`src/rtl/btn_pkg.sv`:
```
// Shared types and constants for the push-button debouncer.
package btn_pkg;

    // Debouncer FSM states: two stable levels, each with a qualifying wait state.
    typedef enum logic [1:0] {
        RELEASED     = 2'd0,
        PRESS_WAIT   = 2'd1,
        PRESSED      = 2'd2,
        RELEASE_WAIT = 2'd3
    } deb_state_t;

    // The button is active-low: 0 means pressed.
    localparam logic BTN_PRESSED  = 1'b0;
    localparam logic BTN_RELEASED = 1'b1;

endpackage

```
`src/rtl/button_debouncer_if.sv`:
```
// Button-side signal bundle: raw input towards the debouncer and its
// conditioned outputs. The release strobe is named release_strobe because
// "release" is a reserved word in SystemVerilog.
interface button_debouncer_if;

    logic select_raw;
    logic select_clean;
    logic press;
    logic release_strobe;

    // Board side: drives the raw button and consumes the conditioned outputs.
    modport master (
        output select_raw,
        input  select_clean,
        input  press,
        input  release_strobe
    );

    // Debouncer side.
    modport slave (
        input  select_raw,
        output select_clean,
        output press,
        output release_strobe
    );

endinterface

```
`src/rtl/button_debouncer_sync_chain.sv`:
```
// Metastability synchronizer: STAGES flip-flops in series, reset to released.
module sync_chain
    import btn_pkg::*;
#(
    parameter int STAGES = 2
) (
    input  logic clk,
    input  logic reset,
    input  logic d,
    output logic q
);

    logic [STAGES-1:0] chain_q;
    logic [STAGES-1:0] chain_d;

    // Shift the asynchronous input one stage further each cycle.
    always_comb begin
        chain_d = {chain_q[STAGES-2:0], d};
    end

    // Chain registers; reset to the released level so no false press appears.
    always_ff @(posedge clk) begin
        if (reset) begin
            chain_q <= {STAGES{BTN_RELEASED}};
        end else begin
            chain_q <= chain_d;
        end
    end

    assign q = chain_q[STAGES-1];

endmodule

```
`src/rtl/button_debouncer.sv`:
```
// Push-button debouncer: synchronizes the raw active-low button, requires
// DEBOUNCE_CYCLES stable synchronized cycles in a wait state before the
// clean level changes, and emits one-cycle press/release strobes.
module button_debouncer
    import btn_pkg::*;
#(
    parameter  int SYNC_STAGES     = 2,
    parameter  int DEBOUNCE_CYCLES = 500000,
    localparam int CNT_W           = $clog2(DEBOUNCE_CYCLES + 1)
) (
    input  logic                clk,
    input  logic                reset,
    button_debouncer_if.slave   btn
);

    localparam logic [CNT_W-1:0] CNT_LAST = CNT_W'(DEBOUNCE_CYCLES - 1);
    localparam logic [CNT_W-1:0] CNT_ZERO = {CNT_W{1'b0}};
    localparam logic [CNT_W-1:0] CNT_ONE  = CNT_W'(1);

    logic             sync_q;
    deb_state_t       state_q,   state_d;
    logic [CNT_W-1:0] cnt_q,     cnt_d;
    logic             clean_q,   clean_d;
    logic             press_q,   press_d;
    logic             release_q, release_d;

    sync_chain #(
        .STAGES (SYNC_STAGES)
    ) u_sync (
        .clk   (clk),
        .reset (reset),
        .d     (btn.select_raw),
        .q     (sync_q)
    );

    // Next-state, stability counter and registered-output logic.
    always_comb begin
        state_d   = state_q;
        cnt_d     = cnt_q;
        press_d   = 1'b0;
        release_d = 1'b0;
        case (state_q)
            RELEASED: begin
                if (sync_q == BTN_PRESSED) begin
                    state_d = PRESS_WAIT;
                    cnt_d   = CNT_ZERO;
                end else begin
                    state_d = RELEASED;
                end
            end
            PRESS_WAIT: begin
                if (sync_q == BTN_RELEASED) begin
                    state_d = RELEASED;
                    cnt_d   = CNT_ZERO;
                end else if (cnt_q == CNT_LAST) begin
                    state_d = PRESSED;
                    cnt_d   = CNT_ZERO;
                    press_d = 1'b1;
                end else begin
                    cnt_d   = cnt_q + CNT_ONE;
                end
            end
            PRESSED: begin
                if (sync_q == BTN_RELEASED) begin
                    state_d = RELEASE_WAIT;
                    cnt_d   = CNT_ZERO;
                end else begin
                    state_d = PRESSED;
                end
            end
            RELEASE_WAIT: begin
                if (sync_q == BTN_PRESSED) begin
                    state_d = PRESSED;
                    cnt_d   = CNT_ZERO;
                end else if (cnt_q == CNT_LAST) begin
                    state_d   = RELEASED;
                    cnt_d     = CNT_ZERO;
                    release_d = 1'b1;
                end else begin
                    cnt_d     = cnt_q + CNT_ONE;
                end
            end
            default: begin
                state_d = RELEASED;
                cnt_d   = CNT_ZERO;
            end
        endcase

        if ((state_d == PRESSED) || (state_d == RELEASE_WAIT)) begin
            clean_d = BTN_PRESSED;
        end else begin
            clean_d = BTN_RELEASED;
        end
    end

    // State, counter and output registers; reset wins over everything.
    always_ff @(posedge clk) begin
        if (reset) begin
            state_q   <= RELEASED;
            cnt_q     <= CNT_ZERO;
            clean_q   <= BTN_RELEASED;
            press_q   <= 1'b0;
            release_q <= 1'b0;
        end else begin
            state_q   <= state_d;
            cnt_q     <= cnt_d;
            clean_q   <= clean_d;
            press_q   <= press_d;
            release_q <= release_d;
        end
    end

    assign btn.select_clean   = clean_q;
    assign btn.press          = press_q;
    assign btn.release_strobe = release_q;

endmodule

```
`src/flat_wrapper.sv`:
```
// flat-port wrapper written by rule: the top's interface ports become plain ports
module button_debouncer_flat import btn_pkg::*;
#(
    parameter  int SYNC_STAGES     = 2,
    parameter  int DEBOUNCE_CYCLES = 500000,
    localparam int CNT_W           = $clog2(DEBOUNCE_CYCLES + 1)
)
  (clk, reset, btn_select_raw, btn_select_clean, btn_press, btn_release_strobe);
  button_debouncer_if btn_i ();
  input  logic clk;
  input  logic reset;
  input wire logic [$bits(btn_i.select_raw)-1:0] btn_select_raw;
  output wire logic [$bits(btn_i.select_clean)-1:0] btn_select_clean;
  output wire logic [$bits(btn_i.press)-1:0] btn_press;
  output wire logic [$bits(btn_i.release_strobe)-1:0] btn_release_strobe;
  assign btn_i.select_raw = btn_select_raw;
  assign btn_select_clean = btn_i.select_clean;
  assign btn_press = btn_i.press;
  assign btn_release_strobe = btn_i.release_strobe;
  button_debouncer #(.SYNC_STAGES(SYNC_STAGES), .DEBOUNCE_CYCLES(DEBOUNCE_CYCLES)) u_core (.clk(clk), .reset(reset), .btn(btn_i));
endmodule
```
`config.mk`:
```
export PLATFORM = sky130hd
export DESIGN_NAME = button_debouncer_flat
export DESIGN_NICKNAME = d
export VERILOG_FILES = /design/src/rtl/btn_pkg.sv /design/src/rtl/button_debouncer_if.sv /design/src/rtl/button_debouncer_sync_chain.sv /design/src/rtl/button_debouncer.sv /design/src/flat_wrapper.sv
export SDC_FILE = /design/constraint.sdc
export NUM_CORES = 1
export LEC_CHECK = 0
export BUFFER_PORTS_ARGS = -buffer_cell sky130_fd_sc_hd__buf_2
export CORE_MARGIN = 5
export CORE_UTILIZATION = 35
export CTS_CLUSTER_DIAMETER = 40
export DETAILED_ROUTE_END_ITERATION = 8
export PLACE_DENSITY = 0.64
export SETUP_SLACK_MARGIN = 0.2
export SLEW_MARGIN = 5
export SYNTH_ARGS = -nofsm -noshare
export SYNTH_HDL_FRONTEND = slang
export SYNTH_SLANG_ARGS = --single-unit
```
`constraint.sdc`:
```
create_clock -name clk -period 1.5 [get_ports clk]
set_input_delay 0.45 -clock clk [delete_from_list [all_inputs] [get_ports clk]]
set_output_delay 0.45 -clock clk [all_outputs]
set_load 0.02 [all_outputs]
```
==> metrics.txt, run 1 <==
Worst Setup End Kind register; initial antenna violation count 0; largest net degree at the start of global routing 15; Die X 68.68 um; final wirelength 2.626 mm; worst-path cell chain or4b_4 > nor3_4 > nand3_2 > mux2i_2 > nor2b_1; FMAX 606.7 MHz; share of layout cells above drive strength 1 30.91%; IO Count 6; Non-Filler Cell Area, Final 1565 sq um; Worst path top cell family by delay simple AND/OR/NAND/NOR gates; Core Area 3337 sq um; Pins Over Slew Limit 0; gr busiest metal met2; post-synthesis cell area 1205 sq um; first-pass GRT wire length 4.747 mm; failing checks negative setup slack; final hold vios 0; MaxCap Viol Count 0; CTS tree done; Routed Antenna Nets 0; hold path startpoint btn_select_raw; Seq pwr share 63.4%; most common cell in the synthesized netlist dfxtp_1; CP Class reg -> reg; Final min period 1.648 ns; ant diodes 0; outcome finished with violations; Yosys top cell by area dfxtp_1; clock sinks 26; Mapped Nets 142; worst slew pin tran 0.2798 ns; Worst Path Required 1.76 ns; relative slew slack 81.17%; Worst-Skew Late Latency 0.31 ns; clock buffer depth 2; ys flop type dfxtp_1; PwrDens 702.4 nW/um^2; Critical Path Fanout Max 2; via count 1062; CP Data Arrival Time 1.91 ns; Clock power frac 31.7%; crit path launch type register; Logic pwr share 5.0%; Post-Syn Area per Cell 8.731 sq um; period utilization 109.9%; Design Power 0.001099 W; Switching Power 0.0002327 W; reg-to-reg slack, setup -0.15 ns; violation count after the first detailed-route iteration 25; VDD IR max 0.5612 mV; Reg clk slew, reported paths 0.13 ns; unrepaired setup endpoints after global routing yes; initial core utilization 36.11%; post-route setup slack -0.1482 ns; FFs w/ async S/R, synth 0%; post-synth top area share 43.20%; post-route DRC violation count 0; post-synth cell types 36; row count 21; Yosys Warn Count 0; Bufs and invs on worst path 0; final net count 170; CP peak stage delay 0.54 ns; cell area after placement 1438 sq um; Finished Layout Cells 211; post-synthesis instance total 138; root buffer cell clkbuf_4; hold path cells 2; worst reg2reg path endpoint u_core.state_q[1]; hold_buf cts 0; Synth top cells by count 26 x dfxtp_1, 17 x nor2_1, 13 x nand2_1; HPWL Detailed 1.836 mm; number of synthesized flops with an enable pin 0; R2R Path Start u_core.cnt_q[5]; GRT overflow 0; sequential area share after synthesis 43.20%; placed cell count 206; Fin Clk Skew 0.001174 ns; setup violators final 22; slowest cell on the critical path or4b_4; vias per cell 5.033; Die ar. 4716 sq um; First-pass DRT Iterations 4; vias in the first global route 1118; M2 GR Usage 22.77%; GRT Util Overall 13.16%; met1 Use GR 16.24%; Power Internal 0.0008667 W; Num CTS Buffers 3; Port Buf Inserts 5; Die H 68.68 um; leakage power 0.6045 nW; Min-Delay Path Class in -> reg; Hold EP u_core.u_sync.chain_q[0]; htree depth 1; R2R depth 5; switching share of total power 21.17%; #FFs+latches synth 26; GPL Wtd Cong 0.8135; Synth area leaders dfxtp_1 43%, xor2_1 8.0%, nor2_1 5.3%, nand2_1 4.0%, nand3_1 3.7%; GR met3 Demand/Resource 1.459%; Avg WL per Cell 12.45 um; Layout Area Growth over Synthesis 29.91%
## logic make-up after synthesis
group	Yosys count	synth area share, %
and+or+nand+nor	74	33.65
DFF	26	43.20
AOI/OAI and AO/OA	16	8.515
xor gates and xnor gates	13	9.450
buffers and inverters	6	2.492
muxes	2	1.662
adders and majority gates	1	1.038
## final cells by class
class                   count  area (sq um)
fillers                   317          1772
multi-input cells         106         728.2
flip-flops and latches     26         525.5
inverters                   2         7.507
well taps                  46         57.56
clock buffers               4         36.28
repair buffers             27         210.2
## power groups by stage
| stage | logic, W | clock network [W] | registers, W |
|---|---|---|---|
| 2_1_floorplan | 0.0000282 | 0 | 0.000712 |
| 3_3_place_gp | 0.0000503 | 0 | 0.000711 |
| 3_5_place_dp | 0.0000504 | 0 | 0.000711 |
| 4_1_cts | 0.0000527 | 0.000357 | 0.000697 |
| 5_1_grt | 0.0000582 | 0.000394 | 0.000698 |
| 6_report | 0.0000545 | 0.000348 | 0.000697 |
## layout by cell type, fill, tap and decap left out, types with 2 or more instances in the layout
cell      synthesis  final
xor2_1           11     11
or2_2             2      2
nor2_1           17     17
nand3_2           1      2
buf_4             0     19
nand3b_1          4      4
or4b_4            0      2
a21oi_1           5      5
clkbuf_4          0      3
nand2b_1          3      3
o21ai_1           0      2
nor3_1            3      2
inv_1             2      2
buf_2             0      5
o21ai_0           4      2
buf_6             1      2
nand4_1           6      6
and3_1            3      3
dfxtp_2           0      4
a31oi_1           2      2
nand3_1           9      8
dfxtp_1          26     22
nand2_1          13     13
nor3_4            0      2
## registers in the layout, indices dropped and copies added (netlist names)
name and cells:
u_core.state_q 2, u_core.btn.select_clean 1, u_core.btn.press 1, u_core.cnt_q 19, u_core.u_sync.chain_q 2, u_core.btn.release_strobe 1
## worst register-to-register path, cell delays in order, from the launching register on
cell     delay [ns]
dfxtp_2        0.34
or4b_4         0.54
nor3_4         0.19
nand3_2        0.14
mux2i_2        0.23
nor2b_1        0.16
## metal layers
metal,up-vias,share of wire [%]
met2,16,50
li1,534,-
met3,2,2.4
met1,510,46
met4,0,0.80
met5,-,0
## timing repair
item	in CTS	in global routing
pin swaps	2	2
cloned	0	0
setup endpoints to repair	24	24
buffers inserted	1	0
resized for setup	14	5
## worst max path at each step
stage | start | end | slack, ns | depth (start not counted)
6_report | u_core.cnt_q[5] | u_core.state_q[1] | -0.15 | 5
3_3_place_gp | u_core.cnt_q[5] | u_core.cnt_q[1] | -0.16 | 6
5_1_grt | u_core.cnt_q[5] | u_core.state_q[1] | -0.27 | 5
3_5_place_dp | u_core.cnt_q[5] | u_core.state_q[1] | -0.20 | 5
2_1_floorplan | u_core.cnt_q[7] | u_core.cnt_q[7] | -0.13 | 6
4_1_cts | u_core.cnt_q[5] | u_core.cnt_q[3] | -0.19 | 6
## through the flow
step,hold WS [ns],util [%],setup TNS [ns],setup WS (ns)
after floorplan,0.3895,-,-1.311,-0.1269
after detailed placement,0.4016,43.08,-3.646,-0.1998
after global routing,0.3009,46.91,-4.545,-0.2712
final,0.3070,46.91,-2.439,-0.1482
after CTS,0.3018,46.12,-3.681,-0.1930
after global placement,0.3990,43.08,-2.838,-0.1644
Power figures use the tool's default switching activity.
==> run 2, diff against run 1 <==
--- a/config.mk
+++ b/config.mk
@@ -10,9 +10,9 @@
 export CORE_UTILIZATION = 35
 export CTS_CLUSTER_DIAMETER = 40
 export DETAILED_ROUTE_END_ITERATION = 8
-export PLACE_DENSITY = 0.64
+export PLACE_DENSITY = 0.62
 export SETUP_SLACK_MARGIN = 0.2
-export SLEW_MARGIN = 5
+export SKIP_LAST_GASP = 1
 export SYNTH_ARGS = -nofsm -noshare
 export SYNTH_HDL_FRONTEND = slang
 export SYNTH_SLANG_ARGS = --single-unit
==> constraint.sdc (replaced) <==
create_clock -name clk -period 1.9 [get_ports clk]
set_input_delay 0.57 -clock clk [delete_from_list [all_inputs] [get_ports clk]]
set_output_delay 0.57 -clock clk [all_outputs]
set_load 0.02 [all_outputs]
==> metrics.txt, run 2 (synthesized netlist as in run 1, its figures left out) <==
Die ar. 4716 sq um (unchanged); Bufs and invs on worst path 1 (+1); Die H 68.68 um (unchanged); leakage power 0.5373 nW (-11%); largest net degree at the start of global routing 20 (+5); Worst path top cell family by delay simple AND/OR/NAND/NOR gates; GRT Util Overall 12.97% (-0.19 points); via count 1000 (-5.8%); clock buffer depth 2 (unchanged); Pins Over Slew Limit 0 (unchanged); R2R depth 6 (+1); Min-Delay Path Class in -> reg; First-pass DRT Iterations 4 (unchanged); CP Data Arrival Time 1.87 ns (-0.04 ns); period utilization 85.95% (-24 points); slowest cell on the critical path or4b_4; Hold EP u_core.u_sync.chain_q[0]; R2R Path Start u_core.cnt_q[11]; first-pass GRT wire length 4.491 mm (-5.4%); Final min period 1.633 ns (-0.01520 ns); DR WL met2 1.322 mm (about the same); hold path startpoint btn_select_raw; IO Count 6 (unchanged); Worst-Skew Late Latency 0.33 ns (+0.02 ns); Largest Register u_core.cnt_q; row count 21 (unchanged); CTS tree done; VDD IR max 0.3330 mV (-41%); Worst Setup End Kind register; FMAX 612.4 MHz (+0.93%); final hold vios 0 (unchanged); GPL Wtd Cong 0.7474 (-8.1%); vias in the first global route 1017 (-9.0%); worst reg2reg path endpoint u_core.cnt_q[1]; crit path from u_core.cnt_q[11]; relative slew slack 72.21% (-9.0 points); share of layout cells above drive strength 1 23.18% (-7.7 points); CP Class reg -> reg; htree depth 1 (unchanged); HPWL Detailed 1.844 mm (+0.44%); max reg flops 19 (unchanged); violation count after the first detailed-route iteration 18 (-28%); Met1 Wirelength 1.115 mm (-8.6%); Routed Antenna Nets 0 (unchanged); Port Buf Inserts 5 (unchanged); crit path launch type register; Worst Path Required 2.13 ns (+0.37 ns); final net count 156 (-8.2%); initial core utilization 36.11% (unchanged); unrepaired setup endpoints after global routing yes; Design Power 0.0009618 W (-13%); worst slew pin tran 0.4154 ns (+0.1355 ns); hold path cells 2 (unchanged); CP peak stage delay 0.54 ns (about the same); initial antenna violation count 0 (unchanged); final wirelength 2.575 mm (-1.9%); Avg WL per Cell 13.07 um (+5.0%); GRT overflow 0 (unchanged); Largest regs u_core.cnt_q: 19 flops, u_core.state_q: 2 flops, u_core.u_sync.chain_q: 2 flops; MaxCap Viol Count 0 (unchanged); ant diodes 0 (unchanged); Die X 68.68 um (unchanged); clock sinks 26 (unchanged); Core Area 3337 sq um (unchanged); post-route DRC violation count 0 (unchanged); Reg clk slew, reported paths 0.14 ns (about the same); outcome finished clean; Fin Clk Skew 0.005625 ns (+0.004451 ns); most common cell after layout, fill and taps aside dfxtp_1; root buffer cell clkbuf_4; Num CTS Buffers 3 (unchanged); worst-path cell chain or4b_4 > nor3_4 > a21oi_2 > buf_4 > a22oi_1 > nor2_1; Layout Area Growth over Synthesis 18.38%; setup violators final 0 (-100%); Top Metal Used met4; vias per cell 5.076 (+0.85%); PwrDens 674.3 nW/um^2 (-4.0%); setup TNS 0 ns (+2.439 ns); reg-to-reg slack, setup 0.27 ns (+0.42 ns); Critical Path Fanout Max 9 (+7); DR WL met3 78 um (+24%); commonest cells after routing, fill and taps aside 20 x dfxtp_1, 17 x nor2_1, 13 x nand2_1
[run 2: cell count changes in the layout (fill, tap and decap cells not counted), sizes merged]
cell	previous run	this run
buf	27	13
bufinv	0	1
clkbuf	4	3
[run 2: area by class of cell]
| cell class | count | area, sq um |
|---|---|---|
| fill | 338 | 1911 |
| clock inverter | 1 | 30.03 |
| inverter | 2 | 7.507 |
| clock buffer | 3 | 22.52 |
| sequential | 26 | 530.5 |
| tap | 46 | 57.56 |
| multi-input combinational | 106 | 689.4 |
| timing repair buffer | 13 | 88.84 |
[run 2: worst reg2reg max path, delay by kind of cell (launching register included)]
family	cells	cell delay (ns)
flip-flops	1	0.36
AO/OA/AOI/OAI	2	0.24
buffers and inverters	1	0.17
AND/OR/NAND/NOR	3	0.78
[run 2: metal layers]
metal / up-vias / track usage, %
met3: 5 / 1.945
met4: 0 / 7.444
met1: 467 / 14.58
met2: 19 / 23.00
li1: 509 / -
met5: - / 0
[run 2: through the flow]
step | utilization [%] | cells | hold WS, ns | cell area (sq um) | setup WS, ns
finish | 42.74 | 197 | 0.4191 | 1426 | 0.2670
CTS | 41.51 | 197 | 0.4115 | 1385 | 0.2024
global placement | 39.26 | 191 | 0.4064 | 1310 | 0.2549
global route | 42.74 | 197 | 0.4217 | 1426 | 0.1747
detailed placement | 39.26 | 191 | 0.4252 | 1310 | 0.2210
floorplan | - | 138 | 0.3895 | 1205 | 0.2687
[run 2: worst max path at each step]
stage	end	slack, ns	cells after the start
after floorplan	u_core.cnt_q[14]	0.27	6
after global placement	u_core.cnt_q[1]	0.25	6
after detailed placement	u_core.cnt_q[1]	0.22	6
after CTS	u_core.state_q[1]	0.20	5
after global routing	u_core.state_q[1]	0.17	5
final	u_core.cnt_q[1]	0.27	6
[run 2: repair_timing]
item / CTS / global route
cloned: 0 / 0
buffers inserted: 2 / 0
pin swaps: 2 / 2
setup endpoints to repair: 7 / 21
gates resized for setup: 4 / 12
hold buffers: 0 / 0
[run 2: power breakdown]
part / internal, W / switching (W) / total, W
sequential: 0.000546 / 0.00000306 / 0.000549
clock: 0.000214 / 0.000167 / 0.000381
combinational: 0.0000130 / 0.0000187 / 0.0000317
total: 0.000773 / 0.000189 / 0.000962
==> run 3, diff against run 2 <==
--- a/config.mk
+++ b/config.mk
@@ -5,7 +5,7 @@
 export SDC_FILE = /design/constraint.sdc
 export NUM_CORES = 1
 export LEC_CHECK = 0
-export BUFFER_PORTS_ARGS = -buffer_cell sky130_fd_sc_hd__buf_2
+export BUFFER_PORTS_ARGS = -buffer_cell sky130_fd_sc_hd__clkbuf_2
 export CORE_MARGIN = 5
 export CORE_UTILIZATION = 35
 export CTS_CLUSTER_DIAMETER = 40
==> metrics.txt, run 3 (synthesized netlist as in run 1, its figures left out) <==
max reg flops 19 (unchanged); final hold vios 0 (unchanged); Reg clk slew, reported paths 0.14 ns (about the same); Fin Clk Skew 0.004059 ns (-0.001566 ns); most common cell after layout, fill and taps aside dfxtp_1; worst-path cell chain or4b_4 > nor3_4 > nand3_2 > mux2i_2 > nor2b_1; root buffer cell clkbuf_4; commonest cells after routing, fill and taps aside 19 x dfxtp_1, 17 x nor2_1, 13 x nand2_1; placed cell count 191 (unchanged); First-pass DRT Iterations 4 (unchanged); PwrDens 606.1 nW/um^2 (-10%); relative slew slack 68.55% (-3.7 points); htree depth 1 (unchanged); GRT overflow 0 (unchanged); CP peak stage delay 0.52 ns (-0.02 ns); outcome finished clean; CP Data Arrival Time 1.85 ns (-0.02 ns); post-route DRC violation count 0 (unchanged); Largest Register u_core.cnt_q; initial antenna violation count 0 (unchanged); Critical Path Fanout Max 3 (-6); Design Power 0.0008607 W (-11%); pre-CTS WS 0.2217 ns (+0.0006610 ns); Core Area 3337 sq um (unchanged); GPL Wtd Cong 0.7329 (-1.9%); Worst-Skew Late Latency 0.32 ns (about the same); VDD IR max 0.3326 mV (-0.11%); Avg WL per Cell 12.38 um (-5.3%); largest net degree at the start of global routing 20 (unchanged); clock buffer depth 2 (unchanged); post-route setup slack 0.2729 ns (+0.005838 ns); MaxCap Viol Count 0 (unchanged); setup violators final 0 (unchanged); Die ar. 4716 sq um (unchanged); initial core utilization 36.11% (unchanged); violation count after the first detailed-route iteration 34 (+16); clock sinks 26 (unchanged); Final min period 1.627 ns (-0.005838 ns); worst slew pin tran 0.4699 ns (+0.05459 ns); vias in the first global route 1001 (-1.6%); Port Buf Inserts 5 (unchanged); crit path launch type register; Largest regs u_core.cnt_q: 19 flops, u_core.state_q: 2 flops, u_core.u_sync.chain_q: 2 flops; ant diodes 0 (unchanged); Num CTS Buffers 3 (unchanged); share of layout cells above drive strength 1 24.34% (+1.2 points); period utilization 85.64% (-0.31 points); FMAX 614.6 MHz (+0.36%); GRT Util Overall 12.09% (-0.87 points); via count 1021 (+2.1%); Layout Area Growth over Synthesis 17.86%; CP Class reg -> reg; final wirelength 2.452 mm (-4.8%); HPWL Detailed 1.736 mm (-5.8%); Pins Over Slew Limit 0 (unchanged); Finished Layout Cells 198 (+0.51%); slowest cell on the critical path or4b_4; CTS tree done; setup TNS 0 ns (unchanged); Routed Antenna Nets 0 (unchanged); first-pass GRT wire length 4.374 mm (-2.6%); Die X 68.68 um (unchanged); Bufs and invs on worst path 0 (-1); Die H 68.68 um (unchanged); row count 21 (unchanged); Worst Setup End Kind register; Min-Delay Path Class in -> reg; leakage power 0.5349 nW (-0.44%); unrepaired setup endpoints after global routing yes; final net count 157 (+0.64%); vias per cell 5.157 (+1.6%); IO Count 6 (unchanged); Worst Path Required 2.12 ns (about the same); Worst path top cell family by delay simple AND/OR/NAND/NOR gates
==> run 3: per-layer routing <==
layer,GRT usage [%],up-vias,wire length [um]
met1,14.71,488,1105
met3,1.459,5,69
li1,-,512,-
met5,0,-,0
met4,5.211,0,45
met2,21.22,16,1232
==> run 3: worst paths after layout <==
| path | start | endpoint | slack (ns) | cells after the start |
|---|---|---|---|---|
| max | u_core.cnt_q[11] | u_core.state_q[1] | 0.27 | 5 |
| min | btn_select_raw | u_core.u_sync.chain_q[0] | 0.42 | 2 |
| max reg2reg | u_core.cnt_q[11] | u_core.state_q[1] | 0.27 | 5 |
| min reg2reg | u_core.u_sync.chain_q[0] | u_core.u_sync.chain_q[1] | 0.44 | 1 |
==> run 3: final cells by class <==
type	instances	area, sq um
well taps	46	57.56
fillers	342	1917
flip-flops and latches	26	531.8
multi-input cells	106	686.9
inverters	2	7.507
repair buffers	14	100.1
clock buffers	4	36.28
==> run 3: through the flow <==
stage,area [sq um],hold WS [ns],utilization (%)
after floorplan,1205,0.3895,-
final,1420,0.4226,42.56
after global routing,1420,0.4314,42.56
after global placement,1310,0.4065,39.26
after detailed placement,1310,0.4183,39.26
after CTS,1389,0.4216,41.62
==> run 3: report_power, final <==
| part | internal, W | total, W | switching [W] |
|---|---|---|---|
| Combinational | 0.0000130 | 0.0000317 | 0.0000187 |
| Sequential | 0.000546 | 0.000549 | 0.00000318 |
| Clock | 0.000117 | 0.000280 | 0.000162 |
==> run 3: timing repair <==
item                                    in CTS  in global routing
resized for setup                            7                 10
buffers inserted                             3                  0
endpoints found under the setup margin       1                 22
hold buffers                                 0                  0
pin swaps                                    3                  1
